### src/rtl/busca_instrucao_if.sv
// Fetch-side bus: instruction memory read port, execute redirect,
// and the registered fetch output handshake toward decode.
interface busca_instrucao_if #(
    parameter int IMEM_AW = 5,
    parameter int BITS    = 32
);
    logic [IMEM_AW-1:0] imem_addr;
    logic [BITS-1:0]    imem_data;
    logic               redirect_valid;
    logic [31:0]        redirect_pc;
    logic               out_valid;
    logic               out_ready;
    logic [BITS-1:0]    out_instr;
    logic [31:0]        out_pc;

    modport master (
        output imem_addr,
        input  imem_data,
        input  redirect_valid,
        input  redirect_pc,
        output out_valid,
        input  out_ready,
        output out_instr,
        output out_pc
    );

    modport slave (
        input  imem_addr,
        output imem_data,
        output redirect_valid,
        output redirect_pc,
        input  out_valid,
        output out_ready,
        input  out_instr,
        input  out_pc
    );
endinterface

### src/rtl/busca_instrucao.sv
// Instruction fetch unit: PC, imem address, registered fetch slot,
// redirects and halt on all-zero word. FETCH_COUNT_EN adds fetch_count.
module busca_instrucao #(
    parameter int          IMEM_AW  = 5,
    parameter int          BITS     = 32,
    parameter logic [31:0] RESET_PC = 32'h4
) (
    input  logic                clk,
    input  logic                rst,
    busca_instrucao_if.master   bus,
`ifdef FETCH_COUNT_EN
    output logic [31:0]         fetch_count,
`endif
    output logic                halted
);

    typedef enum logic {
        S_FETCH = 1'b0,
        S_HALT  = 1'b1
    } state_t;

    state_t          state_q, state_d;
    logic [31:0]     pc_q, pc_d;
    logic            out_valid_q, out_valid_d;
    logic [BITS-1:0] out_instr_q, out_instr_d;
    logic [31:0]     out_pc_q, out_pc_d;
    logic            free;

    assign free          = !out_valid_q || bus.out_ready;
    assign bus.imem_addr = pc_q[IMEM_AW+1:2];
    assign bus.out_valid = out_valid_q;
    assign bus.out_instr = out_instr_q;
    assign bus.out_pc    = out_pc_q;
    assign halted        = (state_q == S_HALT);

    // Next-state: redirect wins, then fetch / halt detection / stall.
    always_comb begin
        state_d     = state_q;
        pc_d        = pc_q;
        out_valid_d = out_valid_q;
        out_instr_d = out_instr_q;
        out_pc_d    = out_pc_q;
        if (bus.redirect_valid) begin
            pc_d        = bus.redirect_pc & ~32'h3;
            out_valid_d = 1'b0;
            state_d     = S_FETCH;
        end else begin
            unique case (state_q)
                S_FETCH: begin
                    if (free) begin
                        if (bus.imem_data != '0) begin
                            out_instr_d = bus.imem_data;
                            out_pc_d    = pc_q;
                            out_valid_d = 1'b1;
                            pc_d        = pc_q + 32'd4;
                        end else begin
                            out_valid_d = 1'b0;
                            state_d     = S_HALT;
                        end
                    end
                end
                S_HALT: begin
                    out_valid_d = 1'b0;
                end
                default: begin
                    state_d = S_FETCH;
                end
            endcase
        end
    end

    // State and fetch-slot registers with synchronous reset.
    always_ff @(posedge clk) begin
        if (rst) begin
            state_q     <= S_FETCH;
            pc_q        <= RESET_PC;
            out_valid_q <= 1'b0;
            out_instr_q <= '0;
            out_pc_q    <= '0;
        end else begin
            state_q     <= state_d;
            pc_q        <= pc_d;
            out_valid_q <= out_valid_d;
            out_instr_q <= out_instr_d;
            out_pc_q    <= out_pc_d;
        end
    end

`ifdef FETCH_COUNT_EN
    logic [31:0] fetch_count_q, fetch_count_d;

    // Count accepted instructions, wrapping at 2^32.
    always_comb begin
        fetch_count_d = fetch_count_q;
        if (out_valid_q && bus.out_ready) begin
            fetch_count_d = fetch_count_q + 32'd1;
        end
    end

    // Handshake counter register.
    always_ff @(posedge clk) begin
        if (rst) begin
            fetch_count_q <= '0;
        end else begin
            fetch_count_q <= fetch_count_d;
        end
    end

    assign fetch_count = fetch_count_q;
`endif

endmodule

### src/flat_wrapper.sv
// flat-port wrapper written by rule: the top's interface ports become plain ports
module busca_instrucao_flat 
#(
    parameter int          IMEM_AW  = 5,
    parameter int          BITS     = 32,
    parameter logic [31:0] RESET_PC = 32'h4
)
  (clk, rst, halted, bus_imem_addr, bus_imem_data, bus_redirect_valid, bus_redirect_pc, bus_out_valid, bus_out_ready, bus_out_instr, bus_out_pc);
  busca_instrucao_if #(.IMEM_AW(IMEM_AW), .BITS(BITS)) bus_i ();
  input  logic clk;
  input  logic rst;
  output logic halted;
  output wire logic [$bits(bus_i.imem_addr)-1:0] bus_imem_addr;
  input wire logic [$bits(bus_i.imem_data)-1:0] bus_imem_data;
  input wire logic [$bits(bus_i.redirect_valid)-1:0] bus_redirect_valid;
  input wire logic [$bits(bus_i.redirect_pc)-1:0] bus_redirect_pc;
  output wire logic [$bits(bus_i.out_valid)-1:0] bus_out_valid;
  input wire logic [$bits(bus_i.out_ready)-1:0] bus_out_ready;
  output wire logic [$bits(bus_i.out_instr)-1:0] bus_out_instr;
  output wire logic [$bits(bus_i.out_pc)-1:0] bus_out_pc;
  assign bus_imem_addr = bus_i.imem_addr;
  assign bus_i.imem_data = bus_imem_data;
  assign bus_i.redirect_valid = bus_redirect_valid;
  assign bus_i.redirect_pc = bus_redirect_pc;
  assign bus_out_valid = bus_i.out_valid;
  assign bus_i.out_ready = bus_out_ready;
  assign bus_out_instr = bus_i.out_instr;
  assign bus_out_pc = bus_i.out_pc;
  busca_instrucao #(.IMEM_AW(IMEM_AW), .BITS(BITS), .RESET_PC(RESET_PC)) u_core (.clk(clk), .rst(rst), .bus(bus_i), .halted(halted));
endmodule
### config.mk
export PLATFORM = sky130hd
export DESIGN_NAME = busca_instrucao_flat
export DESIGN_NICKNAME = d
export VERILOG_FILES = /design/src/rtl/busca_instrucao_if.sv /design/src/rtl/busca_instrucao.sv /design/src/flat_wrapper.sv
export SDC_FILE = /design/constraint.sdc
export NUM_CORES = 1
export LEC_CHECK = 0
export BUFFER_PORTS_ARGS = -buffer_cell sky130_fd_sc_hd__buf_2
export CAP_MARGIN = 40
export CELL_PAD_IN_SITES_DETAIL_PLACEMENT = 0
export CELL_PAD_IN_SITES_GLOBAL_PLACEMENT = 2
export CORE_MARGIN = 2
export CORE_UTILIZATION = 25
export CTS_CLUSTER_SIZE = 24
export DETAILED_ROUTE_END_ITERATION = 10
export HOLD_SLACK_MARGIN = 0.15
export PLACE_DENSITY_LB_ADDON = 0.1
export SYNTH_ARGS = -nofsm -noshare
export SYNTH_HDL_FRONTEND = slang
export SYNTH_SLANG_ARGS = --single-unit
### constraint.sdc
create_clock -name clk -period 2.15 [get_ports clk]
set_input_delay 0.215 -clock clk [delete_from_list [all_inputs] [get_ports clk]]
set_output_delay 0.215 -clock clk [all_outputs]
set_load 0.1 [all_outputs]
Word level (Yosys, flattened, before mapping) --
Cells that the tools add are included.
Storage, ports and cells: flip-flop bits (word level) 98, input port bits 68, output and inout port bits 71, logic and storage cells 30
Cells by class: add/subtract/negate cells 1, equal/unequal tests 2, muxes and demuxes 10, bitwise operators 2, reductions and logical operators 9
Operators by type and width (count):
- $mux 32 | 4
- $add 32x3->32 const B | 1
- $reduce_bool 32->1 | 1
- $reduce_and 3->1 | 2
- $mux 1 | 5
- $reduce_and 4->1 | 1
- $reduce_bool 2->1 | 2
- $ne 2x1->1 const B | 1
- $ne 2x2->1 const B | 1
- $not 1->1 | 2
- $pmux 1 s2 | 1
- $reduce_or 2->1 | 1
- $logic_not 1->1 | 1
- $logic_or 1x1->1 | 1

Longest topological paths before layout --
word-level depth 5, gate-level depth with buffers 7, depth with buffers taken out 6

Worst setup path before layout --
No wires, ideal clock.
kind reg2reg, from register u_core.out_valid_q, in the netlist u_core.bus.out_valid, to register u_core.pc_q[6], library setup time 91 ps, data arrival time 2195 ps, data required time 2059 ps, slack -136 ps, stages on the path, launching flop included 7, path buffers 1, period minus slack after synthesis 2286 ps, path through dfxtp_1 > nor2b_1 > nor2_1 > o21ai_1 > clkbuf_1 > o21ai_0 > a311oi_1
On the way: cells in the longest elaborated chain, start to end 4
RTL lines:
- start: declaration | RTL line busca_instrucao.sv:24 | logic out_valid_q, out_valid_d;
- start signal: assignment | RTL line busca_instrucao.sv:83 | out_valid_q <= out_valid_d;
- $logic_not 1->1 | RTL line busca_instrucao.sv:29 | assign free = !out_valid_q || bus.out_ready;
- $logic_or 1x1->1 | RTL line busca_instrucao.sv:29
- $reduce_bool 2->1 (no source line)
- $reduce_and 3->1 (no source line)
- end signal: assignment | RTL line busca_instrucao.sv:82 | pc_q <= pc_d;
- end: declaration | RTL line busca_instrucao.sv:23 | logic [31:0] pc_q, pc_d;
No other way between the ends. A chain may end at the register's enable or synchronous reset.

Worst setup path in the final report --
from register u_core.pc_q[12], to register u_core.pc_q[19]
On the way: cells in the longest elaborated chain, start to end 5
RTL lines:
- $add 32x3->32 | RTL line busca_instrucao.sv:55 | pc_d = pc_q + 32'd4;
- $mux 32 | RTL line busca_instrucao.sv:51 | if (bus.imem_data != '0) begin
- $mux 32 | RTL line busca_instrucao.sv:50 | if (free) begin
- $mux 32 | RTL line busca_instrucao.sv:48 | unique case (state_q)
- $mux 32 | RTL line busca_instrucao.sv:43 | if (bus.redirect_valid) begin
No other way between the ends. The select of a mux whose other input is x is not followed.

==> results by group <==
Logic synthesis
  – Commonest cells post-synth: nand2_1, dfxtp_1, a21oi_1, clkbuf_1, nor2_1
  – Most common cell in the netlist: nand2_1
  – Yosys top cell area share: 0.4488
  – Yosys synthesis warning count: 0
  – Syn Std Cell Area: 0.004193 mm²
  – Synth Instances: 527
  – Yosys top cell by area: dfxtp_1
  – Post-synthesis sequential area ratio: 0.4488
  – FFs w/ async S/R, synth: 0
  – Post-synthesis register bit count: 94
  – Largest cells by area after synthesis: dfxtp_1, nand2_1, a21oi_1, clkbuf_1, nor2_1
  – Avg Cell Area, Syn: 7.956 µm²
  – Top FF cell, synth: dfxtp_1
  – Number of synthesized flops with an enable pin: 0
  – Number of library cell types mapped by synthesis: 47

Detailed routing
  – Mean number of vias per cell: 4.716
  – WL/cell: 15.18 µm
  – DRT Pass-1 Iters: 4
  – Vias: 4480
  – Drt initial violations: 233
  – Residual DRC: 0
  – Drt total wl: 14.42 mm
  – Final ANT Viol Nets: 0

CTS
  – CTS Sinks: 94
  – CTS Buffer Depth: 2
  – Clock latency on the worst-skew pair: 0.35 ns
  – Clock Tree Root: clkbuf_16
  – Clock transition at path regs: 0.07 ns
  – H-tree depth: 3
  – TritonCTS clock tree: built
  – Total CTS buffers: 9

Worst setup path
  – Largest delay share family, worst path: simple AND/OR/NAND/NOR gates
  – Setup crit start kind: flip-flop
  – WP data arrival: 2.32 ns
  – Largest fanout on the critical path: 8
  – CP Depth: 4
  – Worst Path Required: 2.41 ns
  – R2r setup slk: 0.09 ns
  – Critical path capture point type: flip-flop
  – Crit-path slowest cell: or4_4
  – R2r startpoint: u_core.pc_q[12]
  – Crit Path Class: reg -> reg
  – Critical path cell sequence: nand4_1 > or4_4 > or4_1 > a311oi_1
  – WP buf/inv: 0
  – R2R depth: 4
  – Reg-to-Reg End: u_core.pc_q[19]
  – Max stage delay on crit path: 0.65 ns

GRT
  – Total track usage: 0.1619
  – Global-route wire length before repair: 22.76 mm
  – Largest net degree at the start of global routing: 35
  – Number of global-route vias before repair: 4248
  – GRT overflow: 0
  – Initial antenna violation count: 1

STA
  – RSZ-0062 raised after global routing: yes
  – F_max: 484.6 MHz
  – Final slew viol count: 0
  – Fin crit share: 0.9597
  – Clock skew: 0.007866 ns
  – Post-route setup TNS: 0 ns
  – Final Critical Period: 2.063 ns
  – Setup violations, final: 0
  – Worst hold slack: 0.1529 ns
  – Final Hold Fails: 0
  – Setup slack after layout: 0.08655 ns

Pwr
  – Sequential power share: 0.411
  – Net switching power figure: 1.572 mW
  – Int Pwr: 3.062 mW
  – Clock group share of total power: 0.352
  – Total power draw: 4.634 mW
  – Logic pwr share: 0.237
  – Switching share of power: 0.3392
  – Static leakage: 2.510 nW
  – PD cells: 753.2 mW/mm²
  – Worst vdd ir: 0.0003745 V

Layout
  – FF+latch area: 0.001883 mm²
  – Finished Core Util: 0.3736
  – Footprint of the multi-input gates: 0.002118 mm²
  – Fill cells: 1793
  – Area grow syn2layout: 46.73%
  – Final #Nets: 794
  – Layout cells sized above 1: 0.2894
  – Non-filler cells, final: 950
  – Design Area, Final: 0.006152 mm²

Flow run
  – Max_cap viols: 0

Hold path
  – Hold Path Sink: u_core.pc_q[19]
  – Worst hold-check path type: in -> reg
  – Hold Path Stages: 3
  – Worst Hold Launch: bus_redirect_pc[19]

Floorplan
  – Initial Util: 0.2546
  – Placement Rows: 47
  – Die Ht: 133.5 µm
  – Die area: 0.01782 mm²
  – Top-Level Pins: 139
  – Core area: 0.01647 mm²
  – Die X: 133.5 µm

Placement
  – Post-DP HPWL: 10.44 mm
  – Dpl ws: -0.09105 ns
  – Port bufs: 134
  – Placed cell area: 0.005399 mm²
  – Gp weighted congestion: 0.7854
  – Placed insts: 890

Status
  – Status: finished, final reports clean
==> logic make-up after synthesis <==
group	synth area share
AO/OA/AOI/OAI	0.2071
multiplexers	0.007460
buffers and inverters	0.05461
other	0.0008944
flip-flops	0.4488
adder cells (fa/ha/maj)	0.002984
XOR/XNOR	0.01880
AND/OR/NAND/NOR	0.2593
==> worst max-delay path by stage <==
stage	start	to	slack, ns
5_1_grt	u_core.pc_q[2]	u_core.pc_q[26]	-0.008
6_report	u_core.pc_q[12]	u_core.pc_q[19]	0.09
4_1_cts	u_core.pc_q[12]	u_core.pc_q[22]	0.06
3_5_place_dp	bus_imem_data[7]	u_core.pc_q[14]	-0.09
2_1_floorplan	u_core.halted	u_core.bus.out_pc[4]	0.001
3_3_place_gp	bus_imem_data[7]	u_core.pc_q[9]	-0.06
==> registers in the layout, summed over array words and instances, names as in the netlist <==
name	cells
u_core.halted	1
u_core.bus.out_valid	1
u_core.bus.out_instr	32
u_core.bus.out_pc	30
u_core.pc_q	30
==> area by class of cell <==
type / count / area share
diodes: 1 / 0.0004068
clock buffers: 11 / 0.03945
multi-input cells: 383 / 0.3443
inverters: 9 / 0.005491
repair buffers: 228 / 0.2518
clock inverters: 4 / 0.007728
well taps: 220 / 0.04474
flip-flops and latches: 94 / 0.3061
==> cells in the final DEF (no fill, tap or decap), types with 5 or more instances in the layout <==
master         count
buf_12             5
dfxtp_1           93
nand4_1            8
nor2_1            28
buf_2            134
o31ai_1            6
buf_4             45
xnor2_1            6
inv_1              8
o2111ai_1          5
o21ai_0           10
dlygate4sd3_1     44
and4_1             5
nor3_1             7
nor4_1            14
clkbuf_16          9
nand2_1          139
nand3_1           11
a211oi_1          10
a311oi_1          12
or4_1              7
a21oi_1           67
or3_1              5
==> per-layer routing <==
metal  vias to the layer above  part of all wire  global-route usage
met1                      2068              0.48              0.2202
met2                       110              0.45              0.2537
met4                         0             0.030             0.07329
met3                        26             0.040             0.02473
li1                       2276                 -                   -
met5                         -                 0                   0
==> power by group through the flow <==
stage	Combinational, mW	Clock, mW	Sequential [mW]
2_1_floorplan	0.323	0	2.37
3_3_place_gp	1.04	0	1.94
3_5_place_dp	1.04	0	1.95
4_1_cts	1.11	1.68	1.91
5_1_grt	1.17	1.75	1.92
6_report	1.10	1.63	1.91
==> worst min-delay path, delay by kind of cell <==
family,cells,cell delay (ns)
buffers and inverters,1,0.10
and+or+nand+nor,1,0.09
AOI/OAI and AO/OA,1,0.05
==> repair_timing <==
item	CTS	global route
hold buffers	44	0
gates resized for setup	0	4
setup buffers	0	0
endpoints found under the hold margin	44	0
endpoints found under the setup margin	0	6
Power figures use the tool's default switching activity.
